==> src/rtl/fwd_hazard_tracker.sv <==
// Forwarding-select generator and load-use hazard detector that tracks in-flight
// destinations itself. Optional stall counter: define FWD_STALL_CNT_EN.
module fwd_hazard_tracker #(
    parameter int NUM_SRC          = 2,
    parameter int NUM_STAGES       = 3,
    parameter int REG_AW           = 5,
    parameter int LOAD_READY_STAGE = 1,
    localparam int SW              = $clog2(NUM_STAGES + 1)
) (
    input  logic                      clk,
    input  logic                      rst,
    input  logic                      hold,
    input  logic                      flush,
    input  logic                      ex_valid,
    input  logic [REG_AW-1:0]         ex_rd,
    input  logic                      ex_reg_write,
    input  logic                      ex_is_load,
    input  logic [NUM_SRC*REG_AW-1:0] ex_rs,
    output logic [NUM_SRC*SW-1:0]     fwd_sel,
    output logic                      load_use_stall,
    output logic [NUM_STAGES-1:0]     stage_valid
`ifdef FWD_STALL_CNT_EN
    ,
    output logic [31:0]               stall_count
`endif
);

    generate
        if (NUM_STAGES < 1 || LOAD_READY_STAGE > NUM_STAGES || NUM_SRC < 1) begin : g_bad_params
            $error("fwd_hazard_tracker: illegal parameter combination");
        end
    endgenerate

    // Entry 0 is EX/MEM (youngest); entry NUM_STAGES-1 is the oldest tracked producer.
    logic [NUM_STAGES-1:0] r_valid;
    logic [NUM_STAGES-1:0] r_wr;
    logic [NUM_STAGES-1:0] r_ld;
    logic [REG_AW-1:0]     r_rd [NUM_STAGES];

    logic [NUM_SRC*SW-1:0] w_sel;
    logic [NUM_SRC-1:0]    w_haz;
    logic [REG_AW-1:0]     w_rs_cur;
    logic                  w_issue;

    always_comb begin
        // NOTE: every comb output gets a default first so no path can infer a latch.
        w_sel    = '0;
        w_haz    = '0;
        w_rs_cur = '0;
        for (int s = 0; s < NUM_SRC; s++) begin
            w_rs_cur = ex_rs[s*REG_AW +: REG_AW];
            // Scan oldest to youngest so the youngest match is the one that sticks.
            for (int k = NUM_STAGES - 1; k >= 0; k--) begin
                if (r_valid[k] && r_wr[k] && (r_rd[k] == w_rs_cur) && (r_rd[k] != '0)) begin
                    w_sel[s*SW +: SW] = SW'(k + 1);
                    w_haz[s]          = r_ld[k] && (k < LOAD_READY_STAGE);
                end
            end
        end
    end

    assign fwd_sel        = w_sel;
    assign load_use_stall = ex_valid & ~flush & (|w_haz);
    assign stage_valid    = r_valid;
    assign w_issue        = ex_valid & ~flush & ~load_use_stall;

    always_ff @(posedge clk or posedge rst) begin
        if (rst) begin
            // NOTE: the rd array is tiny, so it is reset along with the valid bits
            // to keep simulation free of X on the compare paths.
            r_valid <= '0;
            r_wr    <= '0;
            r_ld    <= '0;
            for (int k = 0; k < NUM_STAGES; k++) begin
                r_rd[k] <= '0;
            end
        end else if (!hold) begin
            for (int k = 1; k < NUM_STAGES; k++) begin
                r_valid[k] <= r_valid[k-1];
                r_wr[k]    <= r_wr[k-1];
                r_ld[k]    <= r_ld[k-1];
                r_rd[k]    <= r_rd[k-1];
            end
            // A stalled, flushed or empty EX slot enters the tracker as a bubble.
            r_valid[0] <= w_issue;
            r_wr[0]    <= ex_reg_write;
            r_ld[0]    <= ex_is_load;
            r_rd[0]    <= ex_rd;
        end
    end

`ifdef FWD_STALL_CNT_EN
    logic [31:0] r_stall_count;

    always_ff @(posedge clk or posedge rst) begin
        if (rst) begin
            r_stall_count <= '0;
        end else if (load_use_stall && !hold && (r_stall_count != '1)) begin
            r_stall_count <= r_stall_count + 32'd1;
        end
    end

    assign stall_count = r_stall_count;
`endif

endmodule
==> config.mk <==
export PLATFORM = sky130hd
export DESIGN_NAME = fwd_hazard_tracker
export DESIGN_NICKNAME = d
export VERILOG_FILES = /design/src/rtl/fwd_hazard_tracker.sv
export SDC_FILE = /design/constraint.sdc
export NUM_CORES = 1
export LEC_CHECK = 0
export BUFFER_PORTS_ARGS = -buffer_cell sky130_fd_sc_hd__buf_4
export CAP_MARGIN = 5
export CORE_ASPECT_RATIO = 1.1
export CORE_UTILIZATION = 55
export DETAILED_ROUTE_END_ITERATION = 16
export GPL_TIMING_DRIVEN = 0
export PLACE_DENSITY = 0.78
export SLEW_MARGIN = 15
export SYNTH_ARGS = -nofsm -noshare
export SYNTH_HDL_FRONTEND = slang
export SYNTH_SLANG_ARGS = --single-unit
==> constraint.sdc <==
create_clock -name clk -period 4.5 [get_ports clk]
set_input_delay 0.225 -clock clk [delete_from_list [all_inputs] [get_ports clk]]
set_output_delay 0.225 -clock clk [all_outputs]
set_load 0.03 [all_outputs]
==> PnR_summary.wiki, run 1 <==
{| class="wikitable"
! Metric !! Value
|-
| Outcome || finished, final reports clean
|-
| Wire length of the first global-routing pass || 4.44 mm
|-
| Post-CTS setup repair buffer count || 0
|-
| DP Wirelength || 2.21 mm
|-
| Sequential area share after synthesis || 42.4%
|-
| Combined area of all synthesized cells || 1300 sq um
|-
| Accumulated negative setup slack || 0 ns
|-
| Fill cells || 178
|-
| Clk_lat worst skew || 0.31 ns
|-
| Number of buffers inserted for hold repair after clock tree synthesis || 0
|-
| Slew at the pin closest to its max-slew limit || 0.805 ns
|-
| Remaining max-slew budget at the tightest pin || 46.3%
|-
| Largest fanout of any net on the critical path || 5
|-
| Number of top-level design ports || 30
|-
| Top-area cell type share of the netlist area || 42.4%
|-
| Skew final || 0.0114 ns
|-
| DRC violation total after the first TritonRoute iteration || 24
|-
| Clock transition time at the flip-flop clock pins of the worst setup and hold paths || 0.13 ns
|-
| Standard cell with the maximum stage delay on the critical path || sky130_fd_sc_hd__or4_1
|-
| Longest individual stage delay on the worst path || 0.57 ns
|-
| Fraction of the cycle the final worst path needs || 50.7%
|-
| Number of global-route vias before repair || 920
|-
| Count of vias placed by the detailed router || 959
|-
| Setup repair after global routing missed its margin || false
|-
| WP data arrival || 2.06 ns
|-
| Tightest hold margin || 0.0539 ns
|-
| Count of pins over their slew limit || 0
|-
| Leakage power summed over all cells || 0.690 nW
|-
| Dominant cells by area after synthesis || sky130_fd_sc_hd__dfrtp_1 (42%), sky130_fd_sc_hd__mux2_2 (18%), sky130_fd_sc_hd__xnor2_1 (10%)
|-
| Placement-stage worst setup slack || 2.57 ns
|-
| Number of buffers created by CTS || 3
|-
| Multi-input logic area || 732 sq um
|-
| Critical Path, Cell by Cell || or4_1 > o211ai_2 > nor4_1 > o41ai_2 > buf_4
|-
| Routed WL per cell || 16.1 microns
|-
| Count of cell types in the netlist || 25
|-
| Period minus WS final || 2.28 ns
|-
| Critical path start-end classification || flop to output port
|-
| CP startpoint kind || flop
|-
| Row count || 18
|-
| Non-filler cells, final || 171
|-
| TritonCTS clock tree || yes
|-
| Router iterations before antenna repair || 4
|-
| Weighted congestion reported at the end of routability-driven placement || 0.841
|-
| Number of antenna violations at the first check in global routing || 0
|-
| Critical Path RT || 4.28 ns
|-
| Launch point of the worst reg-to-reg path || r_rd[14]
|-
| Area of the die || 2560 sq um
|-
| Total power per unit cell area || 343 nW/um^2
|-
| Overall routing resource usage || 23.7%
|-
| Global route total overflow || 0
|-
| Post-CTS Resized || 0
|-
| Cell taking the most area after synthesis || sky130_fd_sc_hd__dfrtp_1
|-
| Setup violations, final || 0
|-
| PnR worst setup slack || 2.22 ns
|-
| Cells after DPL || 167
|-
| Worst IR drop on VDD || 319 uV
|-
| Yosys warning total || 0
|-
| Residual antenna-violating net count after detailed routing || 0
|-
| Post-Route WL || 2.75 mm
|-
| HP Class || primary input to asynchronous set/reset pin
|-
| Drc violations || 0
|-
| Die extent in x || 48.3 microns
|-
| Clock root buffer || sky130_fd_sc_hd__clkbuf_4
|-
| Seq cells post-synth || 22
|-
| IO Port Bufs || 28
|-
| Vias per cell || 5.61
|-
| Reg2reg setup slack || 2.99 ns
|-
| Die Ht || 53.0 microns
|-
| Initial core utilization || 58.2%
|-
| Maximum number of pins on one net before global-route repair || 23
|-
| Total inserted antenna cells || 0
|-
| Maximum frequency from static timing analysis || 0.438 GHz
|-
| Sink count of the clock tree || 22
|-
| Maximum level of the CTS H-tree || 1
|-
| Worst setup EP type || output port
|-
| Buffer depth of the longest clock path || 2
|-
| Core ar. || 2230 sq um
|-
| Post-Syn Instances || 109
|-
| Worst setup startpoint || r_rd[5]
|-
| Fraction of final layout cells sized beyond drive strength 1 || 41.8%
|-
| Count of endpoints failing hold in the final timing report || 0
|-
| Net count of the finished layout || 164
|-
| Per-instance average area after synthesis || 11.9 sq um
|-
| Delay-heaviest family, CP || simple AND/OR/NAND/NOR gates
|-
| Sequential cell area || 551 sq um
|-
| Layout overhead on the synthesized area || 23.1%
|-
| Net Count, Synth || 131
|-
| Number of buffers and inverters on the critical path || 1
|-
| Count of maximum capacitance violations || 0
|}
per-layer routing:
layer	track usage [%]	share of wire (%)	up-vias
met5	0	0	-
met4	7.35	0.91	0
met3	2.59	3.3	4
met2	44.4	51	31
met1	29.0	45	465
li1	-	-	459
path summary, 6_finish.rpt:
kind | cells past startpoint | endpoint
min in group clk | 2 | r_rd[13]
max reg2reg | 5 | stage_valid[0]
min | 2 | stage_valid[0]
max | 5 | fwd_sel[0]
max in group asynchronous | 2 | r_ld[0]
min reg2reg | 1 | r_ld[0]
report_power, final:
part           switching [mW]  internal, mW  total, mW
sequential             0.0383         0.225      0.264
combinational          0.0607        0.0738      0.135
clock                  0.0596        0.0901      0.150
total                   0.159         0.389      0.548
per-stage QoR:
stage,power (mW),instance area (sq um),utilization (%)
after floorplan,0.353,1300,-
after global placement,0.396,1550,69.4
after detailed placement,0.403,1550,69.4
after CTS,0.555,1600,71.7
after global routing,0.574,1600,71.7
final,0.548,1600,71.7
cells in the final DEF, fill, tap and decap left out, drive strengths merged, types with 3 or more instances in the layout:
cell type,synthesis,layout
a21oi,3,3
nor3,4,4
dfrtp,22,22
buf,1,29
nand4,4,4
xnor2,15,15
mux2,21,21
xor2,15,15
clkbuf,2,5
nand3,4,4
state kept, by name, indices dropped and copies added (netlist names):
signal       flops
r_ld             1
r_rd            15
r_wr             3
stage_valid      3
Yosys cell counts (all sizes together):
library cell   n
nand2b         1
or4            2
buf            1
mux2          21
or3            2
a21boi         1
clkbuf         2
xor2          15
o21a           1
xnor2         15
o211ai         1
o41ai          1
nand3          4
nand3b         2
nor4           1
nor2           1
nand4          4
nand2          1
o311a          2
inv            1
nor3           4
a21oi          3
nor3b          1
dfrtp         22
cell type report:
cell class              count  area share [%]
plain buffers               3           0.782
clock buffers               3            1.41
clock inverters             1            1.88
inverters                   1           0.235
multi-input cells          83            45.8
flip-flops and latches     22            34.4
well taps                  30            2.35
repair buffers             28            13.1
cell families after synthesis:
kind of cell	Yosys count	synth area share, %
AOI/OAI and AO/OA	9	6.07
xor gates and xnor gates	30	20.2
buffers and inverters	4	1.25
DFF	22	42.4
muxes	21	18.2
and+or+nand+nor	23	11.8
Note: power is estimated with default switching activity, not from simulation.
==> run 2: changes to the inputs <==
--- a/config.mk
+++ b/config.mk
@@ -8,10 +8,10 @@
 export BUFFER_PORTS_ARGS = -buffer_cell sky130_fd_sc_hd__buf_4
 export CAP_MARGIN = 5
 export CORE_ASPECT_RATIO = 1.1
-export CORE_UTILIZATION = 55
+export CORE_UTILIZATION = 53
 export DETAILED_ROUTE_END_ITERATION = 16
 export GPL_TIMING_DRIVEN = 0
-export PLACE_DENSITY = 0.78
+export PLACE_DENSITY = 0.76
 export SLEW_MARGIN = 15
 export SYNTH_ARGS = -nofsm -noshare
 export SYNTH_HDL_FRONTEND = slang
==> constraint.sdc (replaced) <==
create_clock -name clk -period 2.3 [get_ports clk]
set_input_delay 0.115 -clock clk [delete_from_list [all_inputs] [get_ports clk]]
set_output_delay 0.115 -clock clk [all_outputs]
set_load 0.03 [all_outputs]
==> PnR_summary.wiki, run 2 (synthesis gave the netlist of run 1 again) <==
{| class="wikitable"
! Metric !! Value
|-
| Number of antenna violations at the first check in global routing || 0
|-
| WP data arrival || 2.01 ns
|-
| Fill cells || 186
|-
| Maximum level of the CTS H-tree || 1
|-
| DP Wirelength || 2.19 mm
|-
| Critical path start-end classification || flop to output port
|-
| Number of buffers and inverters on the critical path || 1
|-
| Residual antenna-violating net count after detailed routing || 0
|-
| Largest reg by FF count || r_rd
|-
| Router iterations before antenna repair || 6
|-
| Design Power || 0.945 mW
|-
| Setup violations, final || 0
|-
| Non-filler cells, final || 171
|-
| Global route total overflow || 0
|-
| TritonCTS clock tree || yes
|-
| Placed Instance Area || 1550 sq um
|-
| Maximum frequency from static timing analysis || 0.470 GHz
|-
| Number of flip-flops in the largest register || 15
|-
| PnR worst setup slack || 0.172 ns
|-
| Total power per unit cell area || 598 nW/um^2
|-
| Layout overhead on the synthesized area || 21.6%
|-
| Tightest hold margin || 0.0390 ns
|-
| Period minus WS final || 2.13 ns
|-
| CP startpoint kind || flop
|-
| Critical Path, Cell by Cell || or4_1 > o211ai_2 > nor4_1 > o41ai_2 > buf_4
|-
| Vias per cell || 5.59
|-
| Placement-stage worst setup slack || 0.502 ns
|-
| Largest fanout of any net on the critical path || 5
|-
| Outcome || finished, final reports clean
|-
| Critical Path RT || 2.18 ns
|-
| Worst setup path end || fwd_sel[0]
|-
| Sink count of the clock tree || 22
|-
| Crit Reg-Reg Endpoint || stage_valid[0]
|-
| Routed WL per cell || 15.8 microns
|-
| Count of maximum capacitance violations || 0
|-
| Longest individual stage delay on the worst path || 0.56 ns
|-
| Multi-input logic area || 732 sq um
|-
| Core ar. || 2270 sq um
|-
| Most frequent standard cell in the layout excluding fill and tap cells || sky130_fd_sc_hd__buf_4
|-
| Cells after DPL || 167
|-
| Setup repair after global routing missed its margin || false
|-
| Launch point of the worst reg-to-reg path || r_rd[14]
|-
| Count of vias placed by the detailed router || 956
|-
| Maximum number of pins on one net before global-route repair || 23
|-
| Number of top-level design ports || 30
|-
| Count of pins over their slew limit || 0
|-
| Wire length of the first global-routing pass || 4.48 mm
|-
| Post-layout instance area || 1580 sq um
|-
| Share of the core filled with cells in the final layout || 69.4%
|-
| Post-CTS setup repair buffer count || 0
|-
| Sequential cell area || 551 sq um
|-
| Overall routing resource usage || 22.7%
|-
| Die Ht || 53.9 microns
|-
| Net count of the finished layout || 165
|-
| Post-Route WL || 2.71 mm
|-
| Buffer depth of the longest clock path || 2
|-
| Post-CTS Resized || 0
|-
| Standard cell with the maximum stage delay on the critical path || sky130_fd_sc_hd__or4_1
|-
| IO Port Bufs || 28
|-
| Worst Hold Depth || 2
|-
| Area of the die || 2650 sq um
|-
| Critical Path Stages || 5
|-
| Accumulated negative setup slack || 0 ns
|-
| Drc violations || 0
|-
| Start point of the worst min-delay path || ex_rd[2]
|-
| Fraction of final layout cells sized beyond drive strength 1 || 41.1%
|-
| DRC violation total after the first TritonRoute iteration || 14
|-
| Skew final || 0.00273 ns
|-
| Initial core utilization || 57.1%
|-
| Depth of the most critical reg-to-reg path || 5
|-
| Clock root buffer || sky130_fd_sc_hd__clkbuf_4
|-
| Row count || 18
|-
| Fraction of the cycle the final worst path needs || 92.5%
|-
| Slew at the pin closest to its max-slew limit || 0.820 ns
|-
| Worst setup EP type || output port
|-
| Most frequent cells in the layout || sky130_fd_sc_hd__buf_4 (28), sky130_fd_sc_hd__dfrtp_1 (22), sky130_fd_sc_hd__mux2_2 (21), sky130_fd_sc_hd__xor2_1 (15), sky130_fd_sc_hd__xnor2_1 (15)
|-
| Worst IR drop on VDD || 495 uV
|-
| HP Class || primary input to flop
|-
| Number of buffers created by CTS || 3
|-
| Weighted congestion reported at the end of routability-driven placement || 0.880
|-
| Leakage power summed over all cells || 0.680 nW
|-
| Remaining max-slew budget at the tightest pin || 45.3%
|-
| Count of endpoints failing hold in the final timing report || 0
|-
| Number of global-route vias before repair || 970
|-
| Clock transition time at the flip-flop clock pins of the worst setup and hold paths || 0.11 ns
|-
| Worst setup startpoint || r_rd[5]
|-
| Clk_lat worst skew || 0.30 ns
|-
| Number of buffers inserted for hold repair after clock tree synthesis || 1
|-
| Delay-heaviest family, CP || simple AND/OR/NAND/NOR gates
|-
| Total inserted antenna cells || 0
|-
| Die extent in x || 49.2 microns
|-
| Reg2reg setup slack || 0.80 ns
|}
[run 2: final cells by class]
type                    instances  share of cell area, %
plain buffers                   3                  0.792
clock buffers                   3                   1.43
inverters                       1                  0.238
multi-input cells              83                   46.4
flip-flops and latches         22                   34.9
well taps                      30                   2.38
repair buffers                 29                   13.9
[run 2: worst register-to-register path, cell delays in order, from the launching register on]
cell	delay [ns]
sky130_fd_sc_hd__dfrtp_1	0.45
sky130_fd_sc_hd__or3_1	0.39
sky130_fd_sc_hd__o311a_1	0.35
sky130_fd_sc_hd__nand3b_1	0.10
sky130_fd_sc_hd__a21oi_1	0.05
sky130_fd_sc_hd__nor2_1	0.10
[run 2: worst min path at each step]
stage | to
CTS | r_rd[13]
finish | r_rd[12]
global placement | r_rd[11]
detailed placement | r_rd[12]
global route | r_rd[12]
floorplan | r_ld[0]
[run 2: routing by layer]
layer  track usage (%)  vias up  wire [microns]
li1                  -      460               -
met1              28.1      468            1250
met3              2.26        2              98
met5                 0        -               0
met4              7.35        0              13
met2              42.0       26            1350
[run 2: report_power, final]
part,switching (mW),leakage [nW],internal [mW],total (mW)
Combinational,0.112,0.404,0.145,0.257
Sequential,0.0789,0.262,0.441,0.520
Clock,0.107,0.0138,0.0610,0.168
